`src/rtl/imem_loader_ctrl.sv`:
```
// Instruction-memory loader: assembles little-endian words from a byte stream,
// writes them into imem while holding the processor stopped, then releases it.
module imem_loader_ctrl #(
  parameter int DEPTH_LOG2 = 6
) (
  input  logic        clk,
  input  logic        reset,
  input  logic        load_req,
  input  logic [7:0]  in_data,
  input  logic        in_valid,
  output logic        in_ready,
  input  logic [31:0] cpu_a,
  output logic [31:0] mem_a,
  output logic [31:0] mem_wd,
  output logic        mem_we,
  output logic        cpu_run,
  output logic        busy,
  output logic        done
);

  typedef enum logic [2:0] {RUN, COUNT, DATA, WRITE, DONE} state_t;

  localparam int PAD = 32 - DEPTH_LOG2 - 2;
  localparam logic [DEPTH_LOG2-1:0] ONE = {{(DEPTH_LOG2-1){1'b0}}, 1'b1};

  state_t                state, state_nxt;
  logic [DEPTH_LOG2-1:0] word_idx;
  logic [DEPTH_LOG2-1:0] n_last;    // N-1; count byte 0 yields all-ones (N = 2^DEPTH_LOG2)
  logic [1:0]            byte_idx;
  logic [3:0][7:0]       word;
  logic                  xfer;
  logic                  last;

  assign xfer   = in_valid && (state == COUNT || state == DATA);
  assign last   = (word_idx == n_last);
  assign mem_wd = word;
  assign mem_a  = (state == RUN) ? cpu_a : {{PAD{1'b0}}, word_idx, 2'b00};

  always_ff @(posedge clk or negedge reset) begin
    if (!reset) state <= RUN;
    else        state <= state_nxt;
  end

  always_comb begin
    state_nxt = state;
    cpu_run   = 1'b0;
    busy      = 1'b1;
    in_ready  = 1'b0;
    mem_we    = 1'b0;
    done      = 1'b0;
    case (state)
      RUN: begin
        cpu_run = 1'b1;
        busy    = 1'b0;
        if (load_req) state_nxt = COUNT;
      end
      COUNT: begin
        in_ready = 1'b1;
        if (xfer) state_nxt = DATA;
      end
      DATA: begin
        in_ready = 1'b1;
        if (xfer && byte_idx == 2'd3) state_nxt = WRITE;
      end
      WRITE: begin
        mem_we    = 1'b1;
        state_nxt = last ? DONE : DATA;
      end
      DONE: begin
        done      = 1'b1;
        state_nxt = RUN;
      end
      default: state_nxt = RUN;
    endcase
  end

  always_ff @(posedge clk or negedge reset) begin
    if (!reset) begin
      word_idx <= '0;
      byte_idx <= '0;
      n_last   <= '1;
      word     <= '0;
    end else begin
      case (state)
        COUNT: if (xfer) begin
          n_last   <= in_data[DEPTH_LOG2-1:0] - ONE;
          word_idx <= '0;
          byte_idx <= '0;
        end
        DATA: if (xfer) begin
          word[byte_idx] <= in_data;
          byte_idx       <= byte_idx + 2'd1;
        end
        // Final word leaves word_idx at N-1 so it never wraps back to 0.
        WRITE: if (!last) begin
          word_idx <= word_idx + ONE;
          byte_idx <= '0;
        end
        default: ;
      endcase
    end
  end

endmodule

```
`config.mk`:
```
export PLATFORM = sky130hd
export DESIGN_NAME = imem_loader_ctrl
export DESIGN_NICKNAME = d
export VERILOG_FILES = /design/src/rtl/imem_loader_ctrl.sv
export SDC_FILE = /design/constraint.sdc
export NUM_CORES = 1
export LEC_CHECK = 0
export BUFFER_PORTS_ARGS = -buffer_cell sky130_fd_sc_hd__buf_2
export CORE_ASPECT_RATIO = 1.2
export CORE_MARGIN = 2
export CORE_UTILIZATION = 51
export DETAILED_ROUTE_END_ITERATION = 8
export GPL_TIMING_DRIVEN = 0
export PLACE_DENSITY = 0.86
export REMOVE_ABC_BUFFERS = 1
export SLEW_MARGIN = 20
export SYNTH_ARGS = -nofsm -noshare
export SYNTH_HDL_FRONTEND = slang
export SYNTH_SLANG_ARGS = --single-unit
```
`constraint.sdc`:
```
create_clock -name clk -period 2.9 [get_ports clk]
set_clock_uncertainty 0.1 [all_clocks]
set_input_delay 0.435 -clock clk [delete_from_list [all_inputs] [get_ports clk]]
set_output_delay 0.435 -clock clk [all_outputs]
set_load 0.03 [all_outputs]
```
**Word-level counts from Yosys, hierarchy flattened**

Cells that the tools add are included.

- Output and inout bits: 69
- Register bits after elaboration: 49
- Memory bits (writable): 0
- Bits in latches: 0
- Bits in read-only memories: 0
- Input bits: 44
- Word-level logic and storage cells: 58
- Memories: 0

- Shift-type cells: 0
- $add $sub $neg: 3
- $mul: 0
- Eq/ne operators: 11
- Div/mod/pow operators: 0
- Magnitude comparators: 2
- Reductions and logical operators: 13
- Muxes and demuxes: 21
- Bitwise operators: 0

Operators by type and width:

| operator | number |
|---|---|
| 32-bit bitwise mux | 1 |
| 32-bit 2-to-1 mux | 1 |
| 8-bit demux with 2-bit select | 1 |
| 3-bit 2-to-1 mux | 4 |
| 6-bit 2-to-1 mux | 2 |
| 3-bit one-hot mux with 4 select lines | 1 |
| 6-bit one-hot mux with 2 select lines | 1 |
| 8-bit 2-to-1 mux | 1 |
| 2-bit != test, second input constant | 4 |
| 6-bit by 1-bit adder with 6-bit output, second input constant | 1 |
| 3-bit by 2-bit equality test with 1-bit output, second input constant | 2 |
| 6-bit equality test | 1 |
| 2-bit 2-to-1 mux | 3 |
| 2-bit one-hot mux with 3 select lines | 1 |
| 3-bit AND reduction | 2 |
| 6-bit by 1-bit subtractor with 6-bit output, second input constant | 1 |
| 1-bit 2-to-1 mux | 5 |
| 2-bit AND reduction | 2 |
| 4-bit AND reduction | 1 |
| 3-bit by 1-bit equality test with 1-bit output, second input constant | 1 |
| 3-bit equality test, second input constant | 1 |
| 1-bit logical AND | 3 |
| 3-bit zero test | 1 |
| 2-bit by 3-bit less-than comparator with 1-bit output, second input constant | 1 |
| 8 further kinds | 8 |

**Logic depth before layout (Yosys ltp)**

Gate-level depths: netlist of the first run.

- Depth after elaboration: 6
- Mapped depth: 8
- Mapped depth without buffers: 6

**Worst setup path after synthesis of the first run**

Ideal clock, no wire load.

- Path type: register to output
- Start: register state[2]
- End: output port mem_a[23]
- Cell stages (with the launch flop): 5
- Slack: 0.618 ns
- Buffers on the path: 2
- Data required time: 2.365 ns
- Data arrival time: 1.747 ns
- Cell sequence: dfrtp_1 > clkbuf_1 > nor3_2 > clkbuf_1 > and2_1

- Cells in the longest elaborated chain, start to end: 2

RTL lines:

| what | line | text |
|---|---|---|
| start: declaration | 26 | `state_t state, state_nxt;` |
| start signal: assignment | 41 | `else state <= state_nxt;` |
| 3-bit zero test | 37 | `assign mem_a = (state == RUN) ? cpu_a : {{PAD{1'b0}}, word_idx, 2'b00};` |
| 32-bit 2-to-1 mux | 37 |  |
| end: declaration | 13 | `output logic [31:0] mem_a,` |

No other way between the ends.

**Worst setup path after layout of the first run**

- Start: register state[2]
- End: output port mem_a[5]

The elaborated chain is that of the path after synthesis.

==> results of run 1 <==
[placed cells by master, fill, tap and decap left out, types with 2 or more instances in the layout]
cell type  instances
a2111oi_0          2
a211o_1            3
a21o_1             2
a21oi_1            3
and2_1            26
and3_1             2
buf_2            111
clkbuf_1           2
clkbuf_8           5
dfrtp_1           43
dfstp_2            6
ha_1               6
inv_1              8
mux2_1            17
mux2_2            14
nand2_1           20
nand2_4            4
nand3_1            4
nor2_1             5
nor3_2             2
nor3_4             2
nor3b_1            3
o21ai_0           17
o21ai_1            2
or2_1              2
or3_1              2
xnor2_1            8
xor2_1             3
[power by group through the flow]
stage               registers (mW)  clock network [mW]  logic [mW]
detailed placement            1.30                   0        2.09
finish                        1.30               0.391        2.08
floorplan                     1.70                   0        1.08
CTS                           1.29               0.399        2.10
global placement              1.28                   0        2.04
global route                  1.35               0.431        2.25
[final timing paths]
| path | cells past startpoint | from | to |
|---|---|---|---|
| worst max-delay path | 3 | state[2] | mem_a[5] |
| worst min-delay path | 1 | reset | mem_wd[20] |
| worst max register to register | 4 | state[0] | word_idx[5] |
| worst min register to register | 2 | n_last[1] | n_last[1] |
| max in group asynchronous | 1 | reset | byte_idx[0] |
| min in group clk | 2 | in_data[0] | n_last[0] |
[through the flow]
| step | hold slack [ns] | worst slack [ns] | cells | util [%] |
|---|---|---|---|---|
| after floorplan | 0.0394 | 0.189 | 215 | - |
| after global placement | 0.358 | 0.128 | 385 | 66.1 |
| after detailed placement | 0.366 | 0.430 | 385 | 66.3 |
| after CTS | 0.194 | 0.101 | 393 | 68.1 |
| after global routing | 0.0843 | 0.223 | 394 | 68.3 |
| final | 0.0355 | 0.346 | 394 | 68.3 |
[worst max-delay path, cell delays in order (launching register included)]
cell	delay (ns)
dfrtp_1	0.54
nor3_4	0.59
mux2_2	0.41
buf_2	0.18
[cell families (layout without fill, tap and decap cells)]
| kind of cell | Yosys count | count (layout) |
|---|---|---|
| AND/OR/NAND/NOR | 77 | 78 |
| flip-flops | 49 | 49 |
| AO/OA/AOI/OAI | 32 | 32 |
| multiplexers | 32 | 32 |
| buffers and inverters | 17 | 128 |
| XOR/XNOR | 11 | 11 |
| adder cells (fa/ha/maj) | 6 | 6 |
[sequential cells by signal (all words and copies together), names as in the netlist]
register,cells
word_idx,6
state,3
mem_wd,32
n_last,6
byte_idx,2
[final cells by class]
class / count / area share, %
Sequential cell: 49 / 38.7
Clock buffer: 7 / 2.40
Multi-Input combinational cell: 159 / 37.7
Tap cell: 58 / 2.28
Inverter: 8 / 0.943
Clock inverter: 1 / 0.236
Timing Repair Buffer: 112 / 17.7
[layer usage]
| layer | share of wire [%] | wire length, µm | vias to the layer above | GRT usage [%] |
|---|---|---|---|---|
| met5 | 0 | 0 | - | 0 |
| met4 | 0.93 | 52 | 0 | 6.80 |
| met3 | 13 | 738 | 5 | 9.24 |
| met2 | 47 | 2650 | 100 | 33.2 |
| met1 | 38 | 2140 | 942 | 22.7 |
| li1 | - | - | 988 | - |
[timing repair]
item,in CTS,in global routing
hold endpoints to repair,0,0
endpoints found under the setup margin,0,6
hold buffers,0,0
gates resized for setup,0,0
==> reports/metrics.cfg, run 1 <==
[drt]
vias=2035
drtIter0Drc=61
drcViolationCount=0
wl_per_cell_um=14.2
route.antenna.remaining_nets=0
totalWireLength_um=5580
viasPerCell=5.16
drt_pass1_iterations=4

[logic_synthesis]
yosys-top-cells-area=dfrtp_1 (43%), mux2_1 (7.7%), and2_1 (6.5%)
yosysMostFrequentCell=dfrtp_1
synth_compound_area_share_pct=7.68
ys_ff_latch=49
async_flop_share_pct=100
synthMuxAreaShare_pct=14.4
synth_edf_count=0
synth_common_cells=dfrtp_1 (43), and2_1 (26), nand2_1 (20), mux2_1 (17), o21ai_0 (17)
synth_top_area_share_pct=43.2
synth-main-ff-cell=dfrtp_1
synth.avg_cell_area_um2=11.1
yosysWarnings=0
synth_top_family_by_area=simple AND/OR/NAND/NOR gates
synth_adder_area_share_pct=3.01
synth_xor_xnor_area_share_pct=3.86
synth.distinct_cells=38
netlist_area_um2=2490
yosys.area_share.simple_pct=18.6
synth_top_area_cell=dfrtp_1
synth_cells=224
synth.yosys.seq_area_share_pct=49.5

[timing]
hold_viol=0
fin_crit_ns=2.55
timing.fmax_ghz=0.392
rsz0062_at_grt=false
min_period_over_period_pct=88.1
worstMarginPinSlew_ns=0.684
slew_headroom_pct=54.1
tns_ns=0
final_max_slew_viol_count=0
setup_viol=0

[power]
p_total_mw=3.77
swShare_pct=49.0
p_int_mw=1.92
combPwrFrac_pct=55.2
switching_power_mw=1.85
powerDensity_nw_per_um2=1180
pwr-share-clk_pct=10.4
ir_worst_vdd_mv=0.796
share_seq_of_total_power_pct=34.4
p_leak_nw=1.69

[cts]
cts.reportedPaths.clkPinSlew_ns=0.08
cts-htree-levels=2
cts_tree=yes
cts.sinks=49
cts_buffer_depth=2
cts_setup_buffers=0
clk_latency_ns=0.30
cts-root-buf=clkbuf_8
cts_made_buffers=5

[worst_setup_path]
arrival_ns=2.02
worst-path-max-fanout=17
critPathCaptureType=output pin
crit_type=reg -> out
cp-start-kind=register
ff2ff_setup_slack_ns=0.84
worstPathRequired_ns=2.37

[finish]
register_area_um2=1230
antenna_cells=0
multiInputGateArea_um2=1200
syn2layout_area_growth_pct=27.7
fillerInstances=351
drive_gt1_share_pct=44.0
stdcell_area_um2=3190
fin_nets=385

[grt]
grt_pass1_vias=1800
grt_pass1_wl_um=8160
grt_use_total_pct=20.1
grt_overflow_total=0
antenna_found_initial=0
grt_max_degree=50

[run_status]
status=finished clean

[die]
row_count=27
start_util_pct=53.5
dieWidth_um=67.8
dieArea_um2=5470
pin_count=113
dieHeight_um=80.6
fp.coreArea_um2=4660

[worst_hold_path]
hold_class=in -> async

[place]
io_buffers=112
place_congestion=0.784
hpwl_um=4180
placed_cell_area_um2=3090

[run]
cap_violations=0

Note: power is estimated with default switching activity, not from simulation.
==> run 2: changes to the inputs <==
--- a/config.mk
+++ b/config.mk
@@ -8,10 +8,11 @@
 export BUFFER_PORTS_ARGS = -buffer_cell sky130_fd_sc_hd__buf_2
 export CORE_ASPECT_RATIO = 1.2
 export CORE_MARGIN = 2
-export CORE_UTILIZATION = 51
+export CORE_UTILIZATION = 52
+export CTS_BUF_LIST = sky130_fd_sc_hd__clkbuf_8
 export DETAILED_ROUTE_END_ITERATION = 8
 export GPL_TIMING_DRIVEN = 0
-export PLACE_DENSITY = 0.86
+export PLACE_DENSITY = 0.87
 export REMOVE_ABC_BUFFERS = 1
 export SLEW_MARGIN = 20
 export SYNTH_ARGS = -nofsm -noshare
==> reports/metrics.cfg, run 2 (synthesis results as in run 1) <==
[run_status]
status=finished clean

[finish]
syn2layout_area_growth_pct=29.2
multiInputGateArea_um2=1200  ; unchanged
fillerInstances=365  ; +4.0%
mostFrequentLayoutCells=buf_2 (111), dfrtp_1 (43), and2_1 (26)
largest_register_ffs=32  ; unchanged
register_area_um2=1230  ; unchanged
antenna_cells=0  ; unchanged
final_common_cell=buf_2
stdcell_area_um2=3220  ; +1.1%
fin_nets=385  ; unchanged
drive_gt1_share_pct=44.6  ; +0.60 points

[place]
place_congestion=0.747  ; -4.7%
placed_cell_area_um2=3090  ; unchanged
hpwl_um=4230  ; +1.2%
io_buffers=112  ; unchanged

[timing]
setup_viol=0  ; unchanged
tns_ns=0  ; unchanged
rsz0062_at_grt=false
min_period_over_period_pct=89.1  ; +1.1 points
timing.fmax_ghz=0.387  ; -1.2%
final_max_slew_viol_count=0  ; unchanged
slew_headroom_pct=52.8  ; -1.3 points
fin_crit_ns=2.58  ; +0.0309 ns
hold_viol=0  ; unchanged
worstMarginPinSlew_ns=0.704  ; +0.0196 ns

[die]
fp.coreArea_um2=4590  ; -1.4%
pin_count=113  ; unchanged
dieWidth_um=67.2  ; -0.91%
dieHeight_um=79.9  ; -0.92%
start_util_pct=54.3  ; +0.79 points
dieArea_um2=5370  ; -1.8%
row_count=27  ; unchanged

[worst_setup_path]
worst-path-max-fanout=17  ; unchanged
path_buf_inv=1  ; unchanged
path_delay_family=simple AND/OR/NAND/NOR gates
r2r-start=state[0]
crit_slowest_cell=nor3_4
cp-start-kind=register
critPathCaptureType=output pin
cp_num_cells=3  ; unchanged
worstPathRequired_ns=2.37  ; about the same
cp-startpoint=state[0]
arrival_ns=2.05  ; +0.03 ns
crit_chain=nor3_4 -> mux2_2 -> buf_2
worstReg2RegEnd=word_idx[3]
critical_path.max_stage_delay_ns=0.59  ; about the same
endpoint=mem_a[6]
crit_type=reg -> out
reg2reg_depth=4  ; unchanged
ff2ff_setup_slack_ns=0.86  ; +0.02 ns

[grt]
grt_overflow_total=0  ; unchanged
grt_pass1_wl_um=8490  ; +4.1%
grt_max_degree=50  ; unchanged
grt_pass1_vias=1952  ; +8.4%
grt_use_total_pct=21.2  ; +1.1 points
antenna_found_initial=0  ; unchanged

[cts]
cts_resized=0  ; unchanged
cts_buffer_depth=2  ; unchanged
cts.sinks=49  ; unchanged
cts.reportedPaths.clkPinSlew_ns=0.09  ; about the same
clk_latency_ns=0.30  ; about the same
cts_made_buffers=5  ; unchanged
cts_tree=yes
cts_hold_buf=0  ; unchanged
cts-root-buf=clkbuf_8
cts-htree-levels=2  ; unchanged

[power]
p_leak_nw=1.71  ; +1.3%
ir_worst_vdd_mv=0.840  ; +5.4%
powerDensity_nw_per_um2=1210  ; +1.9%
p_total_mw=3.89  ; +3.0%

[worst_hold_path]
hold_class=in -> async

[drt]
route.antenna.remaining_nets=0  ; unchanged
vias=2065  ; +1.5%
viasPerCell=5.24  ; +1.5%
drcViolationCount=0  ; unchanged
drtIter0Drc=47  ; -23%
totalWireLength_um=5690  ; +1.9%
drt_pass1_iterations=4  ; unchanged
wl_per_cell_um=14.4  ; +1.9%

[run]
cap_violations=0  ; unchanged

-- run 2: timing repair --
item / in CTS / in global routing
hold endpoints to repair: 0 / 0
setup endpoints to repair: 0 / 3
setup buffers: 0 / 0
-- run 2: worst min path at each step --
stage | start | endpoint | slack [ns] | depth (start not counted)
global route | reset | mem_wd[31] | 0.08 | 1
floorplan | reset | byte_idx[0] | 0.04 | 0
CTS | in_data[0] | n_last[0] | 0.19 | 2
global placement | mem_wd[16] | mem_wd[16] | 0.36 | 2
finish | reset | mem_wd[31] | 0.04 | 1
detailed placement | n_last[0] | n_last[0] | 0.37 | 2
-- run 2: per-layer routing --
metal  vias up  wire [µm]  global-route usage, %  share of wire, %
met1       974       2130                   22.5                38
met2        97       2850                   38.5                50
li1        988          -                      -                 -
met4         0         61                   7.55               1.1
met5         -          0                      0                 0
met3         6        634                   6.63                11
-- run 2: final cells by class --
cell class                      instances  share of cell area (%)
Clock buffer                            6                    2.56
Timing Repair Buffer                  112                    17.5
Clock inverter                          2                    1.17
Tap cell                               58                    2.25
Multi-Input combinational cell        159                    37.3
Inverter                                8                   0.932
Sequential cell                        49                    38.3
-- run 2: power by group --
| group | leakage (nW) | total [mW] | internal [mW] | switching [mW] |
|---|---|---|---|---|
| Combinational | 1.06 | 2.08 | 0.717 | 1.37 |
| Clock | 0.0574 | 0.500 | 0.280 | 0.220 |
| Sequential | 0.591 | 1.30 | 1.03 | 0.270 |
-- run 2: through the flow --
stage                     std cells  setup slack, ns  util, %  hold WS [ns]
after global routing            394            0.204     70.1        0.0806
after global placement          385            0.135     67.1         0.358
after floorplan                 215            0.189        -        0.0394
final                           394            0.315     70.1        0.0372
after detailed placement        385            0.441     67.2         0.366
after CTS                       393           0.0977     69.9         0.191
